### config.mk
export PLATFORM = sky130hd
export DESIGN_NAME = nibble_demux
export DESIGN_NICKNAME = d
export VERILOG_FILES = /design/src/rtl/nibble_demux.sv
export SDC_FILE = /design/constraint.sdc
export NUM_CORES = 1
export LEC_CHECK = 0
export BUFFER_PORTS_ARGS = -buffer_cell sky130_fd_sc_hd__buf_2
export CAP_MARGIN = 20
export CORE_MARGIN = 10
export CORE_UTILIZATION = 57
export CTS_CLUSTER_DIAMETER = 100
export DETAILED_ROUTE_END_ITERATION = 6
export GPL_TIMING_DRIVEN = 0
export PLACE_DENSITY_LB_ADDON = 0.3
export SLEW_MARGIN = 20
export SYNTH_ARGS = -nofsm -noshare
export SYNTH_HDL_FRONTEND = slang
export SYNTH_SLANG_ARGS = --single-unit
### constraint.sdc
create_clock -name Clk -period 3.8 [get_ports Clk]
set_input_delay 0.38 -clock Clk [delete_from_list [all_inputs] [get_ports Clk]]
set_output_delay 0.38 -clock Clk [all_outputs]
set_load 0.05 [all_outputs]
### src/rtl/nibble_demux.sv
// ---------------------------------------------------------------------------
// nibble_demux
//
// Time-division demultiplexer: receive-side counterpart of a 4:1 nibble
// selector. Serial WIDTH-bit words qualified by Din_valid are distributed
// round-robin into slots A, B, C, D. The four slots are published together,
// on a single clock edge, once the fourth word of a frame arrives.
//
// Ports
//   Clk          in   1      rising-edge clock
//   Reset_n      in   1      asynchronous active-low reset
//   Din          in   WIDTH  incoming word
//   Din_valid    in   1      Din carries a word this cycle
//   Sync         in   1      this cycle starts a new frame
//   A,B,C,D      out  WIDTH  slots 0..3 of the last complete frame
//   Slot         out  2      slot the next valid word will fill
//   Frame_valid  out  1      one-cycle pulse: A..D just updated
//   Frame_error  out  1      one-cycle pulse: partial frame discarded
//
// Parameters
//   WIDTH    bits per word / slot
//   TIMEOUT  idle cycles tolerated mid-frame before the partial frame is
//            dropped (must be >= 2)
// ---------------------------------------------------------------------------
module nibble_demux #(
  parameter int WIDTH   = 4,
  parameter int TIMEOUT = 16
) (
  input  logic             Clk,
  input  logic             Reset_n,
  input  logic [WIDTH-1:0] Din,
  input  logic             Din_valid,
  input  logic             Sync,
  output logic [WIDTH-1:0] A,
  output logic [WIDTH-1:0] B,
  output logic [WIDTH-1:0] C,
  output logic [WIDTH-1:0] D,
  output logic [1:0]       Slot,
  output logic             Frame_valid,
  output logic             Frame_error
);

  // Timer only ever needs to reach TIMEOUT-1, which always fits here.
  localparam int TW = (TIMEOUT > 2) ? $clog2(TIMEOUT) : 1;
  localparam logic [TW-1:0] TIMER_LAST = TW'(TIMEOUT - 1);

  typedef enum logic {
    IDLE    = 1'b0,   // nothing staged, Slot = 0
    COLLECT = 1'b1    // 1..3 words staged, Slot = 1..3
  } state_t;

  state_t           state_q, state_d;
  logic [1:0]       slot_q, slot_d;
  logic [TW-1:0]    timer_q, timer_d;
  logic [WIDTH-1:0] a_q, a_d, b_q, b_d, c_q, c_d, d_q, d_d;
  logic             frame_valid_q, frame_valid_d;
  logic             frame_error_q, frame_error_d;

  // Only three staging registers: the fourth word goes straight to D on
  // the completing edge, so it never needs to be held.
  logic [WIDTH-1:0] stage_q [3];
  logic             stage_wr;
  logic [1:0]       stage_idx;

  // -------------------------------------------------------------------------
  // Next-state / output logic
  // -------------------------------------------------------------------------
  always_comb begin
    state_d       = state_q;
    slot_d        = slot_q;
    timer_d       = timer_q;
    a_d           = a_q;
    b_d           = b_q;
    c_d           = c_q;
    d_d           = d_q;
    frame_valid_d = 1'b0;
    frame_error_d = 1'b0;
    stage_wr      = 1'b0;
    stage_idx     = slot_q;

    if (Sync) begin
      // Sync realigns unconditionally; anything already staged is lost.
      frame_error_d = (state_q == COLLECT);
      timer_d       = '0;
      if (Din_valid) begin
        stage_wr  = 1'b1;
        stage_idx = 2'd0;
        slot_d    = 2'd1;
        state_d   = COLLECT;
      end else begin
        slot_d  = 2'd0;
        state_d = IDLE;
      end
    end else if (Din_valid) begin
      // A valid word always beats a timeout expiring in the same cycle.
      timer_d = '0;
      if (slot_q != 2'd3) begin
        stage_wr = 1'b1;
        slot_d   = slot_q + 2'd1;
        state_d  = COLLECT;
      end else begin
        a_d           = stage_q[0];
        b_d           = stage_q[1];
        c_d           = stage_q[2];
        d_d           = Din;
        frame_valid_d = 1'b1;
        slot_d        = 2'd0;
        state_d       = IDLE;
      end
    end else if (state_q == COLLECT) begin
      if (timer_q == TIMER_LAST) begin
        frame_error_d = 1'b1;
        slot_d        = 2'd0;
        state_d       = IDLE;
        timer_d       = '0;
      end else if (timer_q < TIMER_LAST) begin
        // Saturating increment: the counter can never wrap.
        timer_d = timer_q + 1'b1;
      end
    end else begin
      timer_d = '0;
    end
  end

  // -------------------------------------------------------------------------
  // Control and output registers
  // -------------------------------------------------------------------------
  always_ff @(posedge Clk or negedge Reset_n) begin
    if (!Reset_n) begin
      state_q       <= IDLE;
      slot_q        <= 2'd0;
      timer_q       <= '0;
      a_q           <= '0;
      b_q           <= '0;
      c_q           <= '0;
      d_q           <= '0;
      frame_valid_q <= 1'b0;
      frame_error_q <= 1'b0;
    end else begin
      state_q       <= state_d;
      slot_q        <= slot_d;
      timer_q       <= timer_d;
      a_q           <= a_d;
      b_q           <= b_d;
      c_q           <= c_d;
      d_q           <= d_d;
      frame_valid_q <= frame_valid_d;
      frame_error_q <= frame_error_d;
    end
  end

  // -------------------------------------------------------------------------
  // Staging registers, one per slot 0..2
  // -------------------------------------------------------------------------
  generate
    for (genvar gi = 0; gi < 3; gi++) begin : g_stage
      logic [WIDTH-1:0] stage_d;

      always_comb begin
        stage_d = stage_q[gi];
        if (stage_wr && (stage_idx == 2'(gi))) begin
          stage_d = Din;
        end
      end

      always_ff @(posedge Clk or negedge Reset_n) begin
        if (!Reset_n) begin
          stage_q[gi] <= '0;
        end else begin
          stage_q[gi] <= stage_d;
        end
      end
    end
  endgenerate

  assign A           = a_q;
  assign B           = b_q;
  assign C           = c_q;
  assign D           = d_q;
  assign Slot        = slot_q;
  assign Frame_valid = frame_valid_q;
  assign Frame_error = frame_error_q;

endmodule

Word level (Yosys, flattened, before mapping)
Index checks and enable logic that the tools add are counted.
{"block": "op_classes", "add_sub_neg": 2, "order_cmp": 1, "eq_ne": 5, "mux": 28, "n_bitwise": 2, "reduce_logical": 8}
{"operator": "$mux W4", "count": 5}
{"operator": "$mux W1", "count": 16}
{"operator": "$mux W2", "count": 7}
{"operator": "$reduce_bool A3 Y1", "count": 2}
{"operator": "$ne A5 B3 Y1 const B", "count": 1}
{"operator": "$add A4 B1 Y4 const B", "count": 1}
{"operator": "$eq A4 B4 Y1 const B", "count": 1}
{"operator": "$lt A4 B4 Y1 const B", "count": 1}
{"operator": "$logic_and A1 B1 Y1", "count": 3}
{"operator": "$reduce_and A3 Y1", "count": 1}
{"operator": "$add A2 B1 Y2 const B", "count": 1}
{"operator": "$eq A2 B1 Y1 const B", "count": 1}
{"operator": "$eq A2 B2 Y1 const B", "count": 1}
{"operator": "$logic_not A2 Y1", "count": 1}
{"operator": "$ne A2 B2 Y1 const B", "count": 1}
{"operator": "$not A1 Y1", "count": 2}
{"operator": "$reduce_and A2 Y1", "count": 1}
{"block": "word_totals", "ff_bits": 37, "in_bits": 8}

Longest topological paths before layout
{"block": "depth", "ltp_word": 6, "mapped_depth": 5}

Least setup slack after synthesis
Ideal clock, no wire load.
{"block": "synth_timing", "path_kind": "register -> register", "from": "reg slot_q[1] (netlist: Slot[1])", "to": "reg stage_q[10] (netlist name)", "setup_ps": 125, "arrival_ps": 1736, "slack_ps": 1939, "stages_incl_launch_ff": 5, "path_buffers": 0, "period_less_slack_ps": 1861, "path_cell_list": "dfrtp_1 ha_1 nor3_1 o21ai_1 mux2_2"}
{"block": "synth_between", "elab_chain_cells": 5, "word_cells_on_any_way": 8}
{"element": "start: declaration", "line": "53", "text": "logic [1:0] slot_q, slot_d;"}
{"element": "start signal: assignment", "line": "141", "text": "slot_q <= slot_d;"}
{"element": "$ne A2 B2 Y1", "line": "97", "text": "if (slot_q != 2'd3) begin"}
{"element": "$mux W1", "line": "97"}
{"element": "$mux W1", "line": "94", "text": "end else if (Din_valid) begin"}
{"element": "$mux W1", "line": "81", "text": "if (Sync) begin"}
{"element": "$logic_and A1 B1 Y1 (*)", "line": "161", "text": "if (stage_wr && (stage_idx == 2'(gi))) begin"}
{"element": "end signal: indexed assignment", "line": "170", "text": "stage_q[gi] <= stage_d;"}
{"element": "end: declaration", "line": "61", "text": "logic [WIDTH-1:0] stage_q [3];"}
Every way passes the cells marked *; elsewhere a longest branch is shown, timed or not.
A chain may end at the register's enable or synchronous reset.

Final worst setup path
{"block": "layout_timing", "from": "reg slot_q[0] (netlist: Slot[0])", "to": "reg stage_q[8] (netlist name)"}
Same word-level chain as after synthesis.

==> reports/metrics.yaml <==
outcome:
  outcome: "completed"
power_and_ir_drop:
  combPwrFrac_pct: 33.5
  cellInternalPower_mw: 0.8390
  p_leak_nw: 0.9375
  power.net_switching_mw: 0.4744
  clockPowerShare_pct: 25.0
  worst_ir_drop_vdd_v: 0.0005494
  power.share.sequential_pct: 41.5
  power.share.switching_pct: 36.12
  power.density_cell_area_nw_per_um2: 741.3
synthesis:
  netlist-cell-type-count: 22
  synthesis.nets: 112
  synth_async_sr_flop_share_pct: 100.0
  synth_seq_cells: 37
  synth-seq-area-share_pct: 61.87
  yosys_warnings: 0
  mappedNetlistArea_um2: 1496
  post-synth-top-area-cell: "dfrtp_1"
  syn-mean-instance-area_um2: 14.67
  synth_top_area_share_pct: 61.87
  synth-edff-count: 0
  postSynthCellCount: 102
  synth_top_flop_cell: "dfrtp_1"
  post_synth_main_area_contributors: "dfrtp_1, mux2_2, mux2_4, ha_1, nor2_1"
sta:
  slew_violations: 0
  final_worst_path_period_need_ns: 1.703
  minimum_setup_slack_in_the_final_design_ns: 2.097
  skew_ns: 0.009702
  grt_setup_unrepaired: "false"
  finalCritPeriodShare_pct: 44.82
  worstMarginPinSlew_ns: 0.7754
  tns_ns: 0
  max_slew_margin_pct: 48.30
  hold_viol: 0
  final-setup-viol-count: 0
  clock.fmax_mhz: 587.1
placed_design:
  placement_cell_area_um2: 1669
  placed_cells: 159
  pre_cts_ws_ns: 2.088
  post-dp-hpwl_mm: 1.976
  numPortBuffers: 27
  place_congestion: 0.7720
detailed_routing:
  drt_drc_violations_left: 0
  wl_per_cell_um: 15.57
  drt-initial-drc-count: 9
  wl_mm: 2.600
  detail_route_antenna_nets: 0
  post_drt_via_cell_ratio: 5.293
  total_via_count_after_detailed_routing: 884
  first_pass_iters: 4
clock_network:
  clock_tree.root_cell: "clkbuf_4"
  post_cts.resized_instances: 0
  cts-hold-fix-buffers: 0
  clkSinkCount: 37
  clock_path_buffers: 2
  postCtsSetupRepairBufs: 0
  clkLatencyLatePin_ns: 0.34
  clock_tree_from_tritoncts: "built"
  clkSlewWorstSetupHoldPaths_ns: 0.11
  tritoncts.num_buffers: 5
  cts_max_level: 2
die:
  die_width_um: 71.24
  initial_core_util_pct: 59.86
  die_h_um: 71.24
  fp-row-count: 18
  die_area_um2: 5074
  floorplan.core_area_um2: 2500
  num_io_pins: 28
job:
  max_cap_viol_count: 0
worst_setup_path:
  cp_slowest_stage_delay_ns: 0.44
  critPathKind: "reg -> reg"
  cp_data_required_time_ns: 4.02
  cp.buffers_inverters: 0
  critical_path.cell_chain: "ha_1 -> nor3_1 -> o21ai_1 -> mux2_2"
  critical-path-top-delay-family: "flip-flops"
  startpoint_type: "register"
  worstSetupPathDepth: 4
  critPathSlowestCell: "dfrtp_1"
  worstPathArrival_ns: 1.93
  reg2reg_depth: 4
  worst_setup_path_end_kind: "register"
  crit_path_max_fanout: 6
finish:
  post_route_standard_cell_area_excluding_fillers_um2: 1772
  seq_area_um2: 925.9
  antenna-diode-count: 0
  nNetsFinal: 146
  stdcell_count: 167
  multi_input_area_um2: 543.0
  proportion_of_layout_cells_with_a_drive_suffix_above_1_pct: 48.91
  fillers: 172
  synthToLayoutAreaGrowth_pct: 18.39
worst_hold_path:
  min_path_type: "in -> async"
global_routing:
  via_count_of_the_first_global_routing_pass: 993
  grt_overflow_total: 0
  initial_antenna_violation_count: 0
  grt_max_degree: 38
  grt_first_pass_wirelength_mm: 4.574
  track_usage_pct: 11.13
cells by family (layout without fill, tap and decap cells):
group / count (synthesis) / after routing / share of synthesized area (%)
flip-flops: 37 / 37 / 61.87
multiplexers: 28 / 28 / 23.33
AND/OR/NAND/NOR: 20 / 20 / 7.441
AO/OA/AOI/OAI: 9 / 9 / 3.260
buffers and inverters: 5 / 40 / 1.839
adder cells (fa/ha/maj): 2 / 2 / 1.672
XOR/XNOR: 1 / 1 / 0.5854
final timing paths:
kind / start / slack, ns / end
setup reg to reg: Slot[0] / 2.10 / stage_q[8]
setup / recovery: Slot[0] / 2.10 / stage_q[8]
min in group Clk: Din[1] / 0.31 / D[1]
hold / removal: Reset_n / 0.11 / Frame_valid
max in group asynchronous: Reset_n / 3.20 / Frame_error
hold reg to reg: timer_q[0] / 0.50 / timer_q[0]
metrics by stage:
stage / hold WS (ns) / util [%] / power, mW
3_3_place_gp: 0.4739 / 66.77 / 0.9860
5_1_grt: 0.1425 / 70.87 / 1.374
3_5_place_dp: 0.4892 / 66.77 / 1.002
6_report: 0.1056 / 70.87 / 1.313
4_1_cts: 0.1172 / 70.87 / 1.331
2_1_floorplan: 0.08441 / - / 0.8882
cells in the mapped netlist (all sizes together) (2+ instances only):
cell   instances
a21oi          3
and3           2
buf            2
dfrtp         37
ha             2
inv            3
mux2          28
nand2          4
nand3          4
nor2           6
o21ai          4
sequential cells by signal (all words and copies together) (netlist names), 2 cells and up:
signal   count
D            4
A            4
stage_q     12
Slot         2
timer_q      4
C            4
B            4
power by group through the flow:
stage / registers (mW) / logic, mW / clock network (mW)
floorplan: 0.767 / 0.121 / 0
global placement: 0.547 / 0.439 / 0
detailed placement: 0.556 / 0.446 / 0
CTS: 0.547 / 0.448 / 0.336
global route: 0.562 / 0.463 / 0.349
finish: 0.545 / 0.440 / 0.328
layout make-up:
class,count,area share [%]
Tap cell,30,2.119
Multi-Input combinational cell,60,30.65
Sequential cell,37,52.26
Buffer,2,0.9181
Inverter,3,0.6356
Timing Repair Buffer,27,7.627
Clock buffer,5,2.119
Clock inverter,3,3.672
cells in the final DEF (no fill, tap or decap), drive strengths merged:
cell type  count
buf           29
bufinv         2
nor3           1
ha             2
o21ai          4
nor2           6
clkbuf         5
clkinv         1
nand3          4
nand4b         1
a21oi          3
nor2b          1
dfrtp         37
nand4          1
inv            3
mux2          28
a31oi          1
o21a           1
nand2          4
and3           2
xnor2          1
routing by layer:
layer / wire (um) / global-route usage [%] / share of wire (%) / vias to the layer above
met5: 0 / 0 / 0 / -
met1: 1115 / 11.99 / 43 / 434
li1: - / - / - / 423
met4: 36 / 5.161 / 1.4 / 0
met2: 1286 / 18.73 / 49 / 22
met3: 161 / 4.408 / 6.2 / 5
Note: power is estimated with default switching activity, not from simulation.
